`src/rtl/nw_job_loader_if.sv`:
```
// nw_job_loader_if
//   Bundles the character input stream, the Grid-facing buses and the result
//   stream of the NW job loader.
//   Handshake rule (both streams): a transfer happens on a posedge where
//   valid && ready; valid, once raised, holds with its payload until that
//   transfer, and ready never depends combinationally on valid.
// Signals
//   in_valid/in_ready/in_a/in_b/in_last : character pair stream into loader
//   s1/s2/grid_valid                    : packed strings to the Grid
//   grid_score                          : Grid corner score back to loader
//   out_valid/out_ready/out_score/out_err : result stream out of loader
//   busy                                : loader not in LOAD
// Modports
//   slave  : the loader's view
//   master : the environment's view (sender, Grid and consumer)
interface nw_job_loader_if #(
    parameter int LENGTH = 10,
    parameter int CWIDTH = 2,
    parameter int SWIDTH = 16
);
    logic                       in_valid;
    logic                       in_ready;
    logic [CWIDTH-1:0]          in_a;
    logic [CWIDTH-1:0]          in_b;
    logic                       in_last;
    logic [LENGTH*CWIDTH-1:0]   s1;
    logic [LENGTH*CWIDTH-1:0]   s2;
    logic                       grid_valid;
    logic signed [SWIDTH-1:0]   grid_score;
    logic                       out_valid;
    logic                       out_ready;
    logic signed [SWIDTH-1:0]   out_score;
    logic                       out_err;
    logic                       busy;

    modport slave (
        input  in_valid, in_a, in_b, in_last, grid_score, out_ready,
        output in_ready, s1, s2, grid_valid, out_valid, out_score, out_err, busy
    );

    modport master (
        output in_valid, in_a, in_b, in_last, grid_score, out_ready,
        input  in_ready, s1, s2, grid_valid, out_valid, out_score, out_err, busy
    );
endinterface

```
`src/rtl/nw_job_loader.sv`:
```
// nw_job_loader
//   Feeder and result collector for the NW scoring Grid. Packs LENGTH
//   character pairs into s1/s2, holds them while the Grid wavefront settles
//   for GRID_LATENCY cycles, captures the corner score and offers it on the
//   result stream. One job in flight at a time.
// Ports
//   clk       : clock, all logic on posedge
//   rst       : synchronous active-high reset, aborts any job
//   bus       : nw_job_loader_if.slave (input stream, Grid buses, result stream)
//   dbg_state : current FSM state (0=LOAD, 1=RUN, 2=DONE)
module nw_job_loader #(
    parameter int LENGTH       = 10,
    parameter int CWIDTH       = 2,
    parameter int SWIDTH       = 16,
    parameter int GRID_LATENCY = 38
) (
    input  logic                clk,
    input  logic                rst,
    nw_job_loader_if.slave      bus,
    output logic [1:0]          dbg_state
);
    localparam int IDX_W = $clog2(LENGTH) + 1;
    localparam int CNT_W = $clog2(GRID_LATENCY) + 1;
    localparam int SV_W  = LENGTH * CWIDTH;

    typedef enum logic [1:0] {
        ST_LOAD = 2'd0,
        ST_RUN  = 2'd1,
        ST_DONE = 2'd2
    } state_t;

    state_t                   state_q,     state_n;
    logic [IDX_W-1:0]         idx_q,       idx_n;
    logic [CNT_W-1:0]         cnt_q,       cnt_n;
    logic [SV_W-1:0]          s1_q,        s1_n;
    logic [SV_W-1:0]          s2_q,        s2_n;
    logic                     err_flag_q,  err_flag_n;
    logic signed [SWIDTH-1:0] score_q,     score_n;
    logic                     out_err_q,   out_err_n;
    logic                     out_valid_q, out_valid_n;
    logic                     in_ready_q,  in_ready_n;
    logic                     grid_valid_q, grid_valid_n;

    logic beat;
    logic last_idx;

    // in_ready_q is only ever set in LOAD, so it alone qualifies a beat.
    assign beat     = bus.in_valid && in_ready_q;
    assign last_idx = (idx_q == IDX_W'(LENGTH - 1));

    always_ff @(posedge clk) begin
        if (rst) begin
            state_q      <= ST_LOAD;
            idx_q        <= '0;
            cnt_q        <= '0;
            s1_q         <= '0;
            s2_q         <= '0;
            err_flag_q   <= 1'b0;
            score_q      <= '0;
            out_err_q    <= 1'b0;
            out_valid_q  <= 1'b0;
            in_ready_q   <= 1'b1;
            grid_valid_q <= 1'b0;
        end else begin
            state_q      <= state_n;
            idx_q        <= idx_n;
            cnt_q        <= cnt_n;
            s1_q         <= s1_n;
            s2_q         <= s2_n;
            err_flag_q   <= err_flag_n;
            score_q      <= score_n;
            out_err_q    <= out_err_n;
            out_valid_q  <= out_valid_n;
            in_ready_q   <= in_ready_n;
            grid_valid_q <= grid_valid_n;
        end
    end

    always_comb begin
        state_n      = state_q;
        idx_n        = idx_q;
        cnt_n        = cnt_q;
        s1_n         = s1_q;
        s2_n         = s2_q;
        err_flag_n   = err_flag_q;
        score_n      = score_q;
        out_err_n    = out_err_q;
        out_valid_n  = out_valid_q;
        in_ready_n   = in_ready_q;
        grid_valid_n = grid_valid_q;

        unique case (state_q)
            ST_LOAD: begin
                if (beat) begin
                    for (int i = 0; i < LENGTH; i++) begin
                        if (idx_q == IDX_W'(i)) begin
                            s1_n[i*CWIDTH +: CWIDTH] = bus.in_a;
                            s2_n[i*CWIDTH +: CWIDTH] = bus.in_b;
                        end
                    end
                    // in_last is only checked; the job is always LENGTH beats.
                    if (bus.in_last != last_idx) begin
                        err_flag_n = 1'b1;
                    end
                    if (last_idx) begin
                        state_n      = ST_RUN;
                        idx_n        = '0;
                        cnt_n        = '0;
                        in_ready_n   = 1'b0;
                        grid_valid_n = 1'b1;
                    end else begin
                        idx_n = idx_q + 1'b1;
                    end
                end
            end
            ST_RUN: begin
                cnt_n = cnt_q + 1'b1;
                // cnt==k-1 on edge T+k, so this capture lands on T+GRID_LATENCY.
                if (cnt_q == CNT_W'(GRID_LATENCY - 1)) begin
                    score_n      = bus.grid_score;
                    out_err_n    = err_flag_q;
                    out_valid_n  = 1'b1;
                    grid_valid_n = 1'b0;
                    state_n      = ST_DONE;
                end
            end
            ST_DONE: begin
                if (out_valid_q && bus.out_ready) begin
                    out_valid_n = 1'b0;
                    out_err_n   = 1'b0;
                    err_flag_n  = 1'b0;
                    in_ready_n  = 1'b1;
                    state_n     = ST_LOAD;
                end
            end
            default: begin
                state_n = ST_LOAD;
            end
        endcase
    end

    assign bus.in_ready   = in_ready_q;
    assign bus.s1         = s1_q;
    assign bus.s2         = s2_q;
    assign bus.grid_valid = grid_valid_q;
    assign bus.out_valid  = out_valid_q;
    assign bus.out_score  = score_q;
    assign bus.out_err    = out_err_q;
    assign bus.busy       = (state_q != ST_LOAD);
    assign dbg_state      = state_q;
endmodule
```
`src/flat_wrapper.sv`:
```
// flat-port wrapper written by rule: the top's interface ports become plain ports
module nw_job_loader_flat 
#(
    parameter int LENGTH       = 10,
    parameter int CWIDTH       = 2,
    parameter int SWIDTH       = 16,
    parameter int GRID_LATENCY = 38
)
  (clk, rst, dbg_state, bus_in_valid, bus_in_a, bus_in_b, bus_in_last, bus_grid_score, bus_out_ready, bus_in_ready, bus_s1, bus_s2, bus_grid_valid, bus_out_valid, bus_out_score, bus_out_err, bus_busy);
  nw_job_loader_if #(.LENGTH(LENGTH), .CWIDTH(CWIDTH), .SWIDTH(SWIDTH)) bus_i ();
  input  logic clk;
  input  logic rst;
  output logic [1:0] dbg_state;
  input wire logic [$bits(bus_i.in_valid)-1:0] bus_in_valid;
  input wire logic [$bits(bus_i.in_a)-1:0] bus_in_a;
  input wire logic [$bits(bus_i.in_b)-1:0] bus_in_b;
  input wire logic [$bits(bus_i.in_last)-1:0] bus_in_last;
  input wire logic [$bits(bus_i.grid_score)-1:0] bus_grid_score;
  input wire logic [$bits(bus_i.out_ready)-1:0] bus_out_ready;
  output wire logic [$bits(bus_i.in_ready)-1:0] bus_in_ready;
  output wire logic [$bits(bus_i.s1)-1:0] bus_s1;
  output wire logic [$bits(bus_i.s2)-1:0] bus_s2;
  output wire logic [$bits(bus_i.grid_valid)-1:0] bus_grid_valid;
  output wire logic [$bits(bus_i.out_valid)-1:0] bus_out_valid;
  output wire logic [$bits(bus_i.out_score)-1:0] bus_out_score;
  output wire logic [$bits(bus_i.out_err)-1:0] bus_out_err;
  output wire logic [$bits(bus_i.busy)-1:0] bus_busy;
  assign bus_i.in_valid = bus_in_valid;
  assign bus_i.in_a = bus_in_a;
  assign bus_i.in_b = bus_in_b;
  assign bus_i.in_last = bus_in_last;
  assign bus_i.grid_score = bus_grid_score;
  assign bus_i.out_ready = bus_out_ready;
  assign bus_in_ready = bus_i.in_ready;
  assign bus_s1 = bus_i.s1;
  assign bus_s2 = bus_i.s2;
  assign bus_grid_valid = bus_i.grid_valid;
  assign bus_out_valid = bus_i.out_valid;
  assign bus_out_score = bus_i.out_score;
  assign bus_out_err = bus_i.out_err;
  assign bus_busy = bus_i.busy;
  nw_job_loader #(.LENGTH(LENGTH), .CWIDTH(CWIDTH), .SWIDTH(SWIDTH), .GRID_LATENCY(GRID_LATENCY)) u_core (.clk(clk), .rst(rst), .bus(bus_i), .dbg_state(dbg_state));
endmodule
```
`config.mk`:
```
export PLATFORM = sky130hd
export DESIGN_NAME = nw_job_loader_flat
export DESIGN_NICKNAME = d
export VERILOG_FILES = /design/src/rtl/nw_job_loader_if.sv /design/src/rtl/nw_job_loader.sv /design/src/flat_wrapper.sv
export SDC_FILE = /design/constraint.sdc
export NUM_CORES = 1
export LEC_CHECK = 0
export CAP_MARGIN = 10
export CORE_ASPECT_RATIO = 1.75
export CORE_UTILIZATION = 40
export DETAILED_ROUTE_END_ITERATION = 16
export PLACE_DENSITY = 0.73
export SLEW_MARGIN = 5
export SYNTH_ARGS = -nofsm -noshare
export SYNTH_HDL_FRONTEND = slang
export SYNTH_SLANG_ARGS = --single-unit
```
`constraint.sdc`:
```
create_clock -name clk -period 1.6 [get_ports clk]
set_input_delay 0.24 -clock clk [delete_from_list [all_inputs] [get_ports clk]]
set_output_delay 0.24 -clock clk [all_outputs]
set_load 0.01 [all_outputs]
```
==> flow_summary.ini <==
[layout]
drive_gt1_share_pct = 19.66
antenna_cells = 0
stdcell_area_sq_um = 4796
nNetsFinal = 503
final_cell_mix = clkdlybuf4s50_1, dfxtp_1, nand2_1
syn_to_final_growth_pct = 55.75
postLayoutCoreUtil_pct = 63.82
nFillCells = 639
layout_commonest_cell = clkdlybuf4s50_1

[flow_run]
cap_violations = 0

[yosys]
syn-num-nets = 377
yosysWarnings = 0
synth_seq_cells = 75
ys_seq_area_share_pct = 48.76
async_flop_share_pct = 0
ys.flop_type = dfxtp_1
synth_cell_types = 39
synth.cell_area_sq_um = 3079
synth_edf_count = 0
syn_avg_cell_area_sq_um = 8.977
syn_inst = 343

[global_routing]
track_usage_pct = 20.78
first_global_vias = 2790
antenna_found_initial = 0
grt_pass1_wl_mm = 12.57
grt_max_degree = 42
grt_overflow = 0

[power_and_ir_drop]
p_per_area_nw_per_um2 = 864.4
leakage_nw = 2.046
ir_drop_v = 0.0006238

[cts]
htree_levels = 3
clock-sinks = 75
ctsHoldBuffers = 0
insertion_delay_ns = 0.33
numCtsBuffers = 9
tritoncts = yes
root_buffer = clkbuf_16
path_clk_slew_ns = 0.05
ctsLongestPathBuffers = 2

[placed_design]
gp_congestion = 0.8697
port_buffers = 87
dpl-instance-area_sq_um = 4360
pre_cts_ws_ns = -0.3012
hpwlAfterDp_mm = 5.742

[floorplan]
die_w_um = 68.33
coreArea_sq_um = 7515
rows = 42
die_h_um = 118.1
start_util_pct = 40.98
ios = 88
die_area_sq_um = 8067

[sta]
fin_crit_sh_pct = 97.06
max_slew_margin_pct = 66.93
worst_pin_slew_ns = 0.4944
slew_violations = 0
hold_viol = 0
setup_tns_ns = 0
finalSetupViolations = 0
fmax_mhz = 643.9
period_minus_slack_ns = 1.553
fin_skew_ns = 0.002181
holdWs_ns = 0.2813
setup_slack_ns = 0.04700
rsz0062_at_grt = yes

[outcome]
status = complete, no violations

[routing]
top_layer_used = met4
wl_met3_um = 327
drc = 0
wl_per_cell_um = 14.56
ant_nets = 0
drtIter0Drc = 111
via_count = 2897
met1_length_mm = 3.112
drt-total-wl_mm = 8.167
drt_pass1_iterations = 4
wl_met2_mm = 4.511
routed_via_density = 5.164

[hold_path]
hold_class = in -> reg

[worst_setup_path]
end_kind = output port
critPathLaunchType = flip-flop
path_class = reg -> out
crit_arrival_ns = 1.31
cp.required_ns = 1.36
cp_max_fo = 3
==> path summary, 6_finish.rpt <==
kind                                         startpoint                      end  slack (ns)  cells after the start
worst min-delay path                                rst        u_core.bus.s2[14]        0.28                      2
worst min register to register  u_core.bus.out_score[0]  u_core.bus.out_score[0]        0.45                      2
worst max register to register      u_core.dbg_state[0]     u_core.bus.out_valid        0.05                      6
worst max-delay path                u_core.dbg_state[1]             dbg_state[1]        0.05                      2
==> sequential cells by signal, indices dropped and copies added (netlist names) <==
signal and cells:
u_core.dbg_state 2, u_core.bus.out_score 16, u_core.bus.grid_valid 1, u_core.bus.out_valid 1, u_core.bus.out_err 1, u_core.idx_q 5, u_core.bus.in_ready 1, u_core.bus.s1 20
u_core.bus.s2 20, u_core.cnt_q 7, u_core.err_flag_q 1
==> report_power, final <==
part,internal (mW),total [mW],switching [mW]
logic,0.185,0.348,0.162
registers,1.90,1.91,0.0177
clock network,1.16,1.88,0.723
total,3.24,4.15,0.903
==> routing by layer <==
| metal | GRT usage [%] | vias to the layer above |
|---|---|---|
| met5 | 0 | - |
| met4 | 11.72 | 0 |
| met3 | 3.198 | 15 |
| met2 | 37.38 | 75 |
| met1 | 21.31 | 1383 |
| li1 | - | 1424 |
==> worst max-delay path: stages (launching register included) <==
cell,delay (ns)
dfxtp_1,0.34
buf_4,0.12
clkdlybuf4s50_1,0.52
==> through the flow <==
stage                     power (mW)  cells
after floorplan                2.100    343
after global placement         2.275    540
after detailed placement       2.279    540
after CTS                      4.159    558
after global routing           4.276    561
final                          4.146    561
==> kinds of logic after synthesis <==
group                      after synthesis  share of synthesized area [%]
and+or+nand+nor                        138                          21.50
DFF                                     75                          48.76
muxes                                   39                          12.72
AOI/OAI and AO/OA                       50                          8.859
xor gates and xnor gates                 2                         0.5690
buffers and inverters                   30                          3.941
adders and majority gates                9                          3.657
==> synthesized netlist by cell type, drive strengths merged, types with 2 or more instances <==
library cell	number	area, sq um
inv	9	33.78
o21ai	8	40.04
nor2	44	165.2
nor3	3	15.01
ha	9	112.6
mux2i	38	380.4
buf	6	31.28
clkbuf	15	56.30
a21oi	33	165.2
nand3	9	45.04
a31oi	2	12.51
nor2b	3	18.77
nand3b	4	30.03
or3	5	31.28
and3	3	18.77
nand4	8	50.05
and4bb	2	25.02
and2	2	12.51
dfxtp	75	1501
nand2	47	178.9
nand4b	4	35.03
==> what timing repair did <==
item,CTS,global route
resized for setup,9,24
gates cloned,0,1
buffers inserted,3,2
setup endpoints to repair,10,44
pin swaps,5,12
==> area by class of cell <==
type | instances | area [sq um] | area share, %
clock buffers | 13 | 270.3 | 5.635
clock inverters | 2 | 10.01 | 0.2087
inverters | 9 | 33.78 | 0.7044
multi-input cells | 238 | 1589 | 33.13
flip-flops and latches | 75 | 1506 | 31.41
well taps | 88 | 110.1 | 2.296
repair buffers | 136 | 1276 | 26.61
No activity file was read; power rests on OpenSTA's default activity.
